File: src/rtl/posit_arb_pkg.sv
// Shared types and constants for the posit multiplier arbiter.
// Provides the FSM state encoding and the posit special values.
// nar_of()/zero_of() give the special encodings for any width up to 64 bits.
package posit_arb_pkg;

  typedef enum logic [1:0] {
    IDLE  = 2'd0,
    ISSUE = 2'd1,
    WAIT  = 2'd2,
    RESP  = 2'd3
  } arb_state_t;

  // Default posit width; the top derives its own constants from its N.
  localparam int POSIT_N = 32;

  // NaR is a sign bit set over all-zero magnitude; zero is all zeros.
  function automatic logic [63:0] nar_of(input int n);
    return 64'd1 << (n - 1);
  endfunction

  function automatic logic [63:0] zero_of(input int n);
    return (n > 0) ? 64'd0 : 64'd0;
  endfunction

  localparam logic [POSIT_N-1:0] NAR  = POSIT_N'(nar_of(POSIT_N));
  localparam logic [POSIT_N-1:0] ZERO = POSIT_N'(zero_of(POSIT_N));

endpackage

File: src/rtl/posit_rr_arb.sv
// Purpose: 2-way round-robin winner selection, purely combinational.
// Latency: 0 cycles. Backpressure: none; the caller decides when the winner is accepted.
// Ports: valid0/valid1 requests, last = port granted most recently, win_valid/win = winner.
module posit_rr_arb (
  input  logic valid0,
  input  logic valid1,
  input  logic last,
  output logic win_valid,
  output logic win
);

  always_comb begin
    win_valid = valid0 | valid1;
    // On contention the port that was not granted last time goes first.
    if (valid0 && valid1) begin
      win = ~last;
    end else begin
      win = valid1;
    end
  end

endmodule

File: src/rtl/posit_mult_arbiter.sv
// Purpose: shares one external posit multiplier between two request/response ports.
// Latency: 1 cycle handshake->rsp_valid for NaR/zero operands, 2+L for normal ones.
// Backpressure: one op in flight; req ready stays low until the granted rsp is taken.
// Ports: req0/req1 (valid/ready/a/b), rsp0/rsp1 (valid/ready/data), mul_* to the
// multiplier, busy. Defining POSIT_ARB_STATS_EN adds grant_cnt0/grant_cnt1.
module posit_mult_arbiter
  import posit_arb_pkg::*;
#(
  parameter int N  = 32,
  parameter int ES = 4,
  parameter int CW = 16
) (
  input  logic          clk,
  input  logic          rst_n,
  input  logic          req0_valid,
  output logic          req0_ready,
  input  logic [N-1:0]  req0_a,
  input  logic [N-1:0]  req0_b,
  input  logic          req1_valid,
  output logic          req1_ready,
  input  logic [N-1:0]  req1_a,
  input  logic [N-1:0]  req1_b,
  output logic          rsp0_valid,
  input  logic          rsp0_ready,
  output logic [N-1:0]  rsp0_data,
  output logic          rsp1_valid,
  input  logic          rsp1_ready,
  output logic [N-1:0]  rsp1_data,
  output logic          mul_start,
  output logic [N-1:0]  mul_a,
  output logic [N-1:0]  mul_b,
  input  logic          mul_done,
  input  logic [N-1:0]  mul_result,
`ifdef POSIT_ARB_STATS_EN
  output logic [CW-1:0] grant_cnt0,
  output logic [CW-1:0] grant_cnt1,
`endif
  output logic          busy
);

  localparam logic [N-1:0] NAR_N  = N'(nar_of(N));
  localparam logic [N-1:0] ZERO_N = N'(zero_of(N));

  // The exponent field must leave room for sign and at least one regime bit.
  if (ES > N - 2) begin : g_bad_es
    $error("posit_mult_arbiter: ES too large for N");
  end

  arb_state_t   state, state_nxt;
  logic         last_q, gnt_q;
  logic [N-1:0] a_q, b_q, res_q;

  logic         win_valid, win;
  logic [N-1:0] sel_a, sel_b;
  logic         sel_nar, sel_zero;
  logic         accept;
  logic         rsp_taken;

  posit_rr_arb u_rr_arb (
    .valid0    (req0_valid),
    .valid1    (req1_valid),
    .last      (last_q),
    .win_valid (win_valid),
    .win       (win)
  );

  assign sel_a     = win ? req1_a : req0_a;
  assign sel_b     = win ? req1_b : req0_b;
  assign sel_nar   = (sel_a == NAR_N) || (sel_b == NAR_N);
  assign sel_zero  = (sel_a == ZERO_N) || (sel_b == ZERO_N);
  assign accept    = (state == IDLE) && win_valid;
  assign rsp_taken = gnt_q ? rsp1_ready : rsp0_ready;

  always_ff @(posedge clk or negedge rst_n) begin
    if (!rst_n) begin
      state <= IDLE;
    end else begin
      state <= state_nxt;
    end
  end

  always_comb begin
    state_nxt  = state;
    req0_ready = 1'b0;
    req1_ready = 1'b0;
    mul_start  = 1'b0;
    rsp0_valid = 1'b0;
    rsp1_valid = 1'b0;
    case (state)
      IDLE: begin
        req0_ready = win_valid && !win;
        req1_ready = win_valid && win;
        if (win_valid) begin
          // NaR/zero products are known without the multiplier.
          state_nxt = (sel_nar || sel_zero) ? RESP : ISSUE;
        end
      end
      ISSUE: begin
        mul_start = 1'b1;
        state_nxt = WAIT;
      end
      WAIT: begin
        if (mul_done) begin
          state_nxt = RESP;
        end
      end
      RESP: begin
        rsp0_valid = !gnt_q;
        rsp1_valid = gnt_q;
        if (rsp_taken) begin
          state_nxt = IDLE;
        end
      end
      default: state_nxt = IDLE;
    endcase
  end

  always_ff @(posedge clk or negedge rst_n) begin
    if (!rst_n) begin
      last_q <= 1'b1;
      gnt_q  <= 1'b0;
      a_q    <= '0;
      b_q    <= '0;
      res_q  <= '0;
    end else begin
      if (accept) begin
        a_q    <= sel_a;
        b_q    <= sel_b;
        gnt_q  <= win;
        last_q <= win;
        if (sel_nar) begin
          res_q <= NAR_N;
        end else if (sel_zero) begin
          res_q <= ZERO_N;
        end
      end
      if ((state == WAIT) && mul_done) begin
        res_q <= mul_result;
      end
    end
  end

  // Operand registers only change on an IDLE accept, so they stay stable from
  // ISSUE until the multiplier reports done.
  assign mul_a     = a_q;
  assign mul_b     = b_q;
  assign rsp0_data = rsp0_valid ? res_q : '0;
  assign rsp1_data = rsp1_valid ? res_q : '0;
  assign busy      = (state != IDLE);

`ifdef POSIT_ARB_STATS_EN
  // Counters wrap naturally at 2^CW.
  always_ff @(posedge clk or negedge rst_n) begin
    if (!rst_n) begin
      grant_cnt0 <= '0;
      grant_cnt1 <= '0;
    end else if (accept) begin
      if (win) begin
        grant_cnt1 <= grant_cnt1 + 1'b1;
      end else begin
        grant_cnt0 <= grant_cnt0 + 1'b1;
      end
    end
  end
`endif

endmodule

File: config.mk
export PLATFORM = sky130hd
export DESIGN_NAME = posit_mult_arbiter
export DESIGN_NICKNAME = d
export VERILOG_FILES = /design/src/rtl/posit_arb_pkg.sv /design/src/rtl/posit_rr_arb.sv /design/src/rtl/posit_mult_arbiter.sv
export SDC_FILE = /design/constraint.sdc
export NUM_CORES = 1
export LEC_CHECK = 0
export BUFFER_PORTS_ARGS = -buffer_cell sky130_fd_sc_hd__buf_2
export CORE_AREA = 2 2 115 117
export CTS_CLUSTER_SIZE = 25
export DETAILED_ROUTE_END_ITERATION = 12
export DIE_AREA = 0 0 117 119
export PLACE_DENSITY_LB_ADDON = 0.25
export SLEW_MARGIN = 20
export SYNTH_ARGS = -nofsm -noshare
export SYNTH_HDL_FRONTEND = slang
export SYNTH_SLANG_ARGS = --single-unit
File: constraint.sdc
create_clock -name clk -period 3.5 [get_ports clk]
set_clock_uncertainty 0.2 [all_clocks]
set_input_delay 0.35 -clock clk [delete_from_list [all_inputs] [get_ports clk]]
set_output_delay 0.35 -clock clk [all_outputs]
set_load 0.01 [all_outputs]
==> results of run 1 <==
[repair_timing]
item / 4_1_cts / 5_1_grt
setup buffers: 0 / 0
hold buffers: 11 / 0
endpoints found under the hold margin: 59 / 0
[cell families after synthesis]
logic type               after synthesis  share of synthesized area, %
multiplexers                          64                         12.01
AO/OA/AOI/OAI                        111                         13.28
buffers and inverters                 46                         3.824
flip-flops                           100                         46.95
adder cells (fa/ha/maj)                4                        0.9386
AND/OR/NAND/NOR                      252                         22.99
[metal layers]
layer / up-vias / wire (um)
met5: - / 0
met4: 0 / 262
met3: 20 / 1203
met2: 209 / 7832
met1: 2393 / 6827
li1: 2601 / -
[final timing paths]
path                                 from   endpoint  slack [ns]  cells past startpoint
max in group asynchronous           rst_n   mul_a[2]        2.01                      3
setup / recovery                   last_q   res_q[0]        1.00                      6
min in group asynchronous           rst_n  res_q[17]        0.39                      2
hold reg to reg                  mul_a[6]   mul_a[6]        0.27                      2
hold / removal             mul_result[29]  res_q[29]        0.01                      3
setup reg to reg                   last_q   res_q[0]        1.00                      6
[flip-flops by register name (all words and copies together) (netlist names)]
name	count
state	2
res_q	32
mul_b	32
gnt_q	1
mul_a	32
last_q	1
[cell usage in the layout (no fill, tap or decap), drive strengths merged, types with 2 or more instances in the layout]
| cell type | synthesis | routed |
|---|---|---|
| buf | 10 | 311 |
| a21oi | 4 | 4 |
| and3 | 32 | 32 |
| nor2b | 2 | 2 |
| nand2 | 137 | 137 |
| o21ai | 98 | 98 |
| nor2 | 5 | 5 |
| clkbuf | 31 | 14 |
| mux2i | 64 | 64 |
| nand4 | 6 | 6 |
| nor4 | 28 | 28 |
| inv | 5 | 5 |
| dfrtp | 99 | 99 |
| nor3 | 5 | 5 |
| a211oi | 2 | 2 |
| and2 | 34 | 34 |
| ha | 4 | 4 |
| dlygate4sd3 | 0 | 11 |
[stage by stage]
stage,power (W),area (um^2),hold slack [ns],instances,utilization [%]
finish,0.005248,7380,0.01209,1050,57.32
global placement,0.004218,6978,0.2278,1023,54.20
floorplan,0.003348,5333,-0.1456,577,-
detailed placement,0.004286,6978,0.2309,1023,54.20
global route,0.005686,7380,0.008194,1050,57.32
CTS,0.005300,7380,0.0004964,1050,57.32
[area by class of cell]
cell class                 count  share of cell area (%)
inverter                       5                  0.2543
clock inverter                 2                  0.5086
sequential                   100                   33.93
multi-input combinational    431                   35.72
clock buffer                  14                   3.442
tap                          176                   2.984
timing repair buffer         322                   23.16
[cells in the mapped netlist]
library cell / number
nand4_1: 6
or2_4: 1
a32oi_1: 1
a22o_1: 1
nand4b_1: 1
buf_6: 3
o21ai_2: 30
and3_1: 32
mux2i_1: 64
nand2_1: 137
nor3_1: 4
a21boi_4: 1
inv_1: 5
a211o_1: 1
nor4_1: 28
o22ai_1: 1
buf_2: 7
o21ai_1: 2
o21a_2: 1
o32a_1: 1
nor2b_1: 2
a211oi_1: 2
a21oi_1: 4
dfstp_2: 1
nor2_1: 5
clkbuf_1: 31
ha_1: 4
o21ai_0: 66
nor3_2: 1
dfrtp_1: 99
and2_1: 34
or4_1: 1
[power by group]
part | switching, W | internal, W
clock network | 0.000423 | 0.000576
logic | 0.00130 | 0.000902
registers | 0.000337 | 0.00171
[tightest hold or removal path: stages]
cell	delay (ns)
buf_2	0.07
nand2_1	0.05
o21ai_2	0.05
==> out/results.txt, run 1 <==
Core ar. - 12870 um^2
first-pass GRT wire length - 24.94 mm
Netlist cell types - 32
# DRC - 0
maxcap violations - 0
Min-Delay Path Class - in -> reg
Critical Path Max Stage Delay - 0.56 ns
critical path peak fanout - 31
final WL - 16.13 mm
synthesis-stage register bit count - 100
outcome - finished clean
Rel. slew slack - 52.26%
crit end category - flop
Final setup viols - 0
yosys warns - 0
Tot GR Track Use - 23.12%
Leakage - 4.008 nW
Area growth syn-to-layout - 38.39%
Setup WS pre-CTS - 0.8983 ns
I/O pins - 301
met1 GRT Util - 28.39%
post-synth top area cell - dfrtp_1
IO Port Bufs - 300
Avg WL per Cell - 15.36 um
largest cells by area after synthesis - dfrtp_1 (46%), mux2i_1 (12%), nand2_1 (9.6%)
CP Launch Type - flop
diode count - 0
CP arrival - 2.50 ns
H-tree lvl count - 3
met3 Track Usage GR - 6.565%
vias per cell - 4.974
DR iter-0 viols - 277
CP Buf/Inv Count - 0
die area - 13920 um^2
RSZ-0062 raised after global routing - no
Top delay family on crit path - simple AND/OR/NAND/NOR gates
Synthesized Nets - 748
post-synthesis sequential area ratio - 46.95%
slowest cell on the critical path - dfstp_2
FF/Latch Area - 2504 um^2
antenna violations before repair - 1
number of fill cells - 1264
DP HPWL - 12.48 mm
final hold violation count - 0
maximum root-to-sink buffer count - 2
highest clock rate - 400.6 MHz
cells after synthesis - 577
Site Rows - 42
largest net degree at the start of global routing - 88
Sink Count - 100
TritonCTS clock tree - done
final cycle utilization of the critical path - 71.33%
Critical Path RT - 3.51 ns
max-slew violation count - 0
synthesized area - 5333 um^2
TritonCTS Buffers - 9
GR Overflow Total - 0
Multi-input gate area - 2636 um^2
peak supply drop - 0.3207 mV
drt first pass iters - 4
Syn Area/Cell - 9.242 um^2
Chip Height - 119 um
via count - 5223
GR Util met2 - 39.09%
vias in the first global route - 4974
Initial Util - 41.42%
die width - 117 um
GPL Wtd Cong - 0.8991
CTS-repair resized insts - 0
Clk Latency, worst-skew pair - 0.34 ns
minimum clock period - 2.496 ns
layer with the highest usage - met2
Power Dens Cells - 711.1 nW/um^2
top cell type's share of synthesized area - 46.46%
Worst-Margin Slew - 0.7161 ns
Root Driver - clkbuf_16
ordered cell list for the critical path - a21boi_4 > or4_1 > nor3_2 > o21a_2 > or2_4 > o21ai_1
clock slew at reported path FFs - 0.07 ns
layout cell share with drive strength beyond 1 - 41.08%
Setup CP Type - reg -> reg
ANT nets after route - 0
Nets - 1040
Sum Neg Setup Slack - 0 ns
PnR worst setup slack - 1.004 ns
(Power assumes the default switching activity.)
==> inputs of run 2 (changes only) <==
- CORE_AREA: 2 2 115 117 -> default
- CORE_ASPECT_RATIO: default -> 0.75
- CORE_MARGIN: default -> 2
- CORE_UTILIZATION: default -> 45
- DIE_AREA: 0 0 117 119 -> default
- clock period: 3.5 -> 2.5 ns (I/O delays scaled with it)
==> run 2 against run 1 <==
Largest power group unchanged. Flip-flop and latch count stayed put. Count of clock-buffer cells in the layout is 5 lower. Utilization up 8.8 points. Critical path type unchanged. Largest cell class unchanged. Via count rose by 3.8%.
==> out/results.txt, run 2 (synthesis gave the netlist of run 1 again) <==
Core ar. - 11570 um^2 (-10%)
H-tree lvl count - 3 (unchanged)
Core Util, Final - 66.07% (+8.8 points)
crit end category - flop
layout cell share with drive strength beyond 1 - 40.78% (-0.30 points)
highest clock rate - 448.8 MHz (+12%)
reg2reg end - res_q[0]
Critical Path RT - 2.52 ns (-0.99 ns)
Rel. slew slack - 60.27% (+8.0 points)
Sum Neg Setup Slack - 0 ns (unchanged)
final WL - 16.65 mm (+3.3%)
number of fill cells - 1001 (-21%)
Final setup viols - 0 (unchanged)
cts hold-fix bufs - 33 (+22)
FF-to-FF Start - last_q
critical path peak fanout - 31 (unchanged)
Worst-Margin Slew - 0.5959 ns (-0.1202 ns)
vias per cell - 5.103 (+2.6%)
diode count - 0 (unchanged)
FF/Latch Area - 2504 um^2 (unchanged)
maximum root-to-sink buffer count - 2 (unchanged)
Nets - 1066 (+2.5%)
Tot GR Track Use - 26.06% (+2.9 points)
I/O pins - 301 (unchanged)
Clk Latency, worst-skew pair - 0.34 ns (about the same)
first-pass GRT wire length - 26.42 mm (+5.9%)
CTS-repair resized insts - 0 (unchanged)
DP HPWL - 12.87 mm (+3.2%)
GPL Wtd Cong - 0.9621 (+7.0%)
Power, Total - 0.007453 W (+42%)
drt first pass iters - 4 (unchanged)
Avg WL per Cell - 15.68 um (+2.1%)
Setup WS pre-CTS - 0.2265 ns (-0.6718 ns)
Root Driver - clkbuf_16
GR Overflow Total - 0 (unchanged)
Area growth syn-to-layout - 43.36%
TritonCTS clock tree - done
Min-Delay Path Class - in -> reg
DP Area - 7015 um^2 (+0.54%)
min-delay src - req0_b[25]
die area - 12750 um^2 (-8.5%)
die width - 129.7 um (+11%)
Chip Height - 98.28 um (-17%)
fin area - 7645 um^2 (+3.6%)
peak supply drop - 0.5667 mV (+77%)
RSZ-0062 raised after global routing - no
antenna violations before repair - 0 (-1)
clock slew at reported path FFs - 0.07 ns (about the same)
hold-critical path endpoint - mul_b[25]
via count - 5419 (+3.8%)
Sink Count - 100 (unchanged)
max-slew violation count - 0 (unchanged)
final cycle utilization of the critical path - 89.12% (+18 points)
R2R depth - 8 (+2)
TritonCTS Buffers - 9 (unchanged)
CP Launch Type - flop
PnR worst setup slack - 0.2719 ns (-0.7316 ns)
Initial Util - 46.09% (+4.7 points)
largest net degree at the start of global routing - 60 (-32%)
most frequent cells in the layout - buf_2 (299), nand2_1 (137), dfrtp_1 (99)
DR iter-0 viols - 209 (-25%)
final hold violation count - 0 (unchanged)
Leakage - 4.136 nW (+3.2%)
outcome - finished clean
Setup CP Type - reg -> reg
ANT nets after route - 0 (unchanged)
vias in the first global route - 5459 (+9.8%)
minimum clock period - 2.228 ns (-0.2684 ns)
CP arrival - 2.24 ns (-0.26 ns)
Critical path origin - last_q
Power Dens Cells - 974.9 nW/um^2 (+37%)
worst reg2reg setup slack - 0.27 ns (-0.73 ns)
Site Rows - 34 (-19%)
Worst Hold Path Cells - 3 (unchanged)
# DRC - 0 (unchanged)
IO Port Bufs - 300 (unchanged)
most common cell after layout, fill and taps aside - buf_2
Multi-input gate area - 2636 um^2 (unchanged)
setup bufs post-CTS - 0 (unchanged)
maxcap violations - 0 (unchanged)
run 2: changes by cell type in the layout (fill, tap and decap cells not counted), sizes merged:
cell / previous run / this run
dlygate4sd3: 11 / 33
clkbuf: 14 / 9
buf: 311 / 315
inv: 5 / 8
clkinv: 0 / 2
run 2: worst max path at each step:
stage | slack (ns) | cells after the start | end
after floorplan | 0.44 | 8 | res_q[10]
after global placement | 0.27 | 8 | res_q[0]
after detailed placement | 0.23 | 8 | res_q[0]
after CTS | 0.28 | 8 | res_q[0]
after global routing | 0.18 | 8 | res_q[0]
final | 0.27 | 8 | res_q[0]
run 2: routing by layer:
layer	share of wire [%]	routed length (um)	track usage [%]
met5	0	0	0
met4	1.5	258	6.617
met3	5.9	990	5.808
met2	50	8354	45.83
met1	42	7049	32.43
run 2: stage by stage:
step                hold slack [ns]  instances
global route                0.01356       1062
detailed placement          0.09158       1013
CTS                        0.002855       1062
floorplan                   -0.2456        577
global placement            0.08795       1013
finish                      0.01069       1062
run 2: worst max-delay path, stage by stage (launching register included):
cell	delay, ns
dfstp_2	0.56
a21boi_4	0.06
buf_4	0.21
nand4b_1	0.23
a21oi_1	0.20
o21a_2	0.17
or2_4	0.12
buf_12	0.22
o21ai_1	0.11
run 2: cell type report:
| type | count | area share (%) |
|---|---|---|
| clock buffers | 9 | 2.946 |
| flip-flops and latches | 100 | 32.75 |
| repair buffers | 348 | 25.96 |
| multi-input cells | 431 | 34.48 |
| clock inverters | 7 | 0.9656 |
| well taps | 162 | 2.651 |
| inverters | 5 | 0.2455 |
run 2: power by group:
part,internal [W],switching (W)
combinational,0.00131,0.00189
sequential,0.00240,0.000459
clock,0.000783,0.000616
==> inputs of run 3 (changes only) <==
- SYNTH_HIERARCHICAL: default -> 1
==> run 3 against run 2 <==
Clock power about the same. Sequential power up 2%. Register-to-register slack worse by 0.17 ns. Power up 1.2%. Largest power group unchanged. Highest routed layer unchanged.
==> out/results.txt, run 3 <==
peak supply drop - 0.5405 mV (-4.6%)
count leader, synth - nand2_1
TritonCTS Buffers - 9 (unchanged)
largest cells by area after synthesis - dfrtp_1 (46%), mux2i_1 (12%), nand2_1 (9.8%)
highest clock rate - 417.0 MHz (-7.1%)
hold-critical path endpoint - mul_a[10]
DP HPWL - 12.66 mm (-1.6%)
Clock power frac - 18.8% (about the same)
first-pass GRT wire length - 26.90 mm (+1.8%)
most frequent cells in the layout - buf_2 (299), nand2_1 (139), dfrtp_1 (99)
Chip Height - 98.50 um (+0.22%)
R2R depth - 7 (-1)
post-synth top area cell - dfrtp_1
# DRC - 0 (unchanged)
die area - 12800 um^2 (+0.45%)
Main synth FF type - dfrtp_1
Int Pwr - 0.004566 W (+1.6%)
Worst Hold Path Cells - 3 (unchanged)
Worst-Margin Slew - 0.5412 ns (-0.05469 ns)
Critical Path RT - 2.53 ns (about the same)
Core ar. - 11610 um^2 (+0.37%)
DR iter-0 viols - 392 (+88%)
maxcap violations - 0 (unchanged)
I/O pins - 301 (unchanged)
most common cell after layout, fill and taps aside - buf_2
final cycle utilization of the critical path - 95.92% (+6.8 points)
clock slew at reported path FFs - 0.07 ns (about the same)
outcome - finished clean
Logic pwr share - 42.8% (about the same)
net switching power - 0.002978 W (+0.62%)
Post-synth EDFFs - 0 (unchanged)
FFs w/ async S/R, synth - 100.0% (unchanged)
Clk Latency, worst-skew pair - 0.34 ns (about the same)
IO Port Bufs - 300 (unchanged)
Netlist cell types - 30 (-6.3%)
FF-to-FF Start - last_q
min-delay src - req0_a[10]
Setup CP Type - reg -> reg
drt first pass iters - 4 (unchanged)
TritonCTS clock tree - done
layout cell share with drive strength beyond 1 - 40.75% (about the same)
Seq pwr share - 38.4% (about the same)
largest net degree at the start of global routing - 134 (+120%)
top cell type's share of synthesized area - 46.24% (-0.22 points)
Initial Util - 46.13% (+0.047 points)
number of fill cells - 983 (-1.8%)
vias per cell - 5.160 (+1.1%)
Tot GR Track Use - 26.47% (+0.41 points)
Rel. slew slack - 63.59% (+3.3 points)
critical path peak fanout - 15 (-52%)
CP Launch Type - flop
Power Dens Cells - 977.2 nW/um^2 (+0.24%)
GR Overflow Total - 0 (unchanged)
max-slew violation count - 0 (unchanged)
diode count - 0 (unchanged)
yosys warns - 6 (+6)
final WL - 16.85 mm (+1.2%)
CP arrival - 2.42 ns (+0.18 ns)
Finished Layout Cells - 1070 (+0.75%)
final hold violation count - 0 (unchanged)
Root Driver - clkbuf_16
crit end category - flop
worst reg2reg setup slack - 0.10 ns (-0.17 ns)
synth cell count leaders - nand2_1 (140), dfrtp_1 (99), o21ai_0 (68), mux2i_1 (65), and2_1 (35)
Final setup viols - 0 (unchanged)
synthesis-stage register bit count - 100 (unchanged)
Syn Area/Cell - 9.190 um^2 (-0.56%)
antenna violations before repair - 0 (unchanged)
Avg WL per Cell - 15.75 um (+0.44%)
via count - 5521 (+1.9%)
cells after synthesis - 583 (+1.0%)
Sink Count - 100 (unchanged)
post-synthesis sequential area ratio - 46.73% (-0.22 points)
DP Cell Count - 1019 (+0.59%)
Core Util, Final - 66.47% (+0.40 points)
Min-Delay Path Class - in -> reg
Site Rows - 34 (unchanged)
synthesized area - 5358 um^2 (+0.47%)
minimum clock period - 2.398 ns (+0.1700 ns)
ANT nets after route - 0 (unchanged)
reg2reg end - res_q[20]
die width - 130.0 um (+0.23%)
vias in the first global route - 5569 (+2.0%)
Leakage - 4.190 nW (+1.3%)
GPL Wtd Cong - 0.9101 (-5.4%)
Synthesized Nets - 754 (+0.80%)
maximum root-to-sink buffer count - 2 (unchanged)
Area growth syn-to-layout - 44.09%
sw frac - 39.48% (-0.24 points)
Nets - 1074 (+0.75%)
H-tree lvl count - 3 (unchanged)
## run 3: critical path: stages, from the launching register on
cell      delay, ns
dfstp_2        0.58
a21boi_2       0.14
nor4_2         0.32
nand4_1        0.15
o22ai_2        0.31
a32o_2         0.33
buf_12         0.19
o21ai_2        0.07
## run 3: logic make-up (layout without fill, tap and decap cells)
logic type,count (synthesis),after routing,synth area share (%)
multiplexers,65,65,12.14
adder cells (fa/ha/maj),4,4,0.9342
flip-flops,100,100,46.73
AO/OA/AOI/OAI,109,110,12.80
buffers and inverters,47,371,3.994
AND/OR/NAND/NOR,258,258,23.40
## run 3: power by group through the flow
stage	combinational, W	clock [W]	sequential [W]
floorplan	0.00172	0	0.00302
detailed placement	0.00321	0	0.00291
CTS	0.00325	0.00145	0.00289
finish	0.00323	0.00142	0.00290
global placement	0.00309	0	0.00287
global route	0.00361	0.00153	0.00300
## run 3: cell type report
type	count	area (um^2)	share of cell area [%]
repair buffers	350	2013	26.08
multi-input cells	437	2676	34.67
clock inverters	3	45.04	0.5835
clock buffers	13	260.3	3.371
flip-flops and latches	100	2504	32.43
inverters	5	18.77	0.2431
well taps	162	202.7	2.626
## run 3: through the flow
stage,setup WS (ns),total power [W],area (um^2),hold slack (ns),setup TNS (ns)
3_5_place_dp,0.07567,0.006117,7058,-0.05435,0
3_3_place_gp,0.1851,0.005966,7058,-0.05854,0
6_report,0.1019,0.007544,7720,0.01338,0
5_1_grt,-0.003660,0.008142,7720,0.01848,-0.006075
2_1_floorplan,0.4042,0.004739,5358,-0.2456,0
4_1_cts,0.02910,0.007594,7687,0.005812,0
## run 3: repair_timing
action / CTS / global route
gates resized for setup: 1 / 1
endpoints found under the hold margin: 98 / 0
hold buffers: 32 / 0
endpoints found under the setup margin: 1 / 30
buffers inserted: 0 / 2
pin swaps: 0 / 2
cloned: 0 / 1
## run 3: worst max-delay path by stage
stage                          start   endpoint  slack [ns]
final                         last_q  res_q[20]        0.10
after global routing          last_q  res_q[20]      -0.004
after CTS                     last_q  res_q[20]        0.03
after detailed placement      last_q  res_q[20]        0.08
after global placement    req0_valid  res_q[19]        0.19
after floorplan               last_q  res_q[10]        0.40
## run 3: routing by layer
layer / global-route usage (%) / routed length (um) / vias to the layer above
li1: - / - / 2665
met1: 31.74 / 6818 / 2624
met2: 46.36 / 8653 / 193
met3: 6.243 / 910 / 39
met4: 9.677 / 468 / 0
met5: 0 / 0 / -
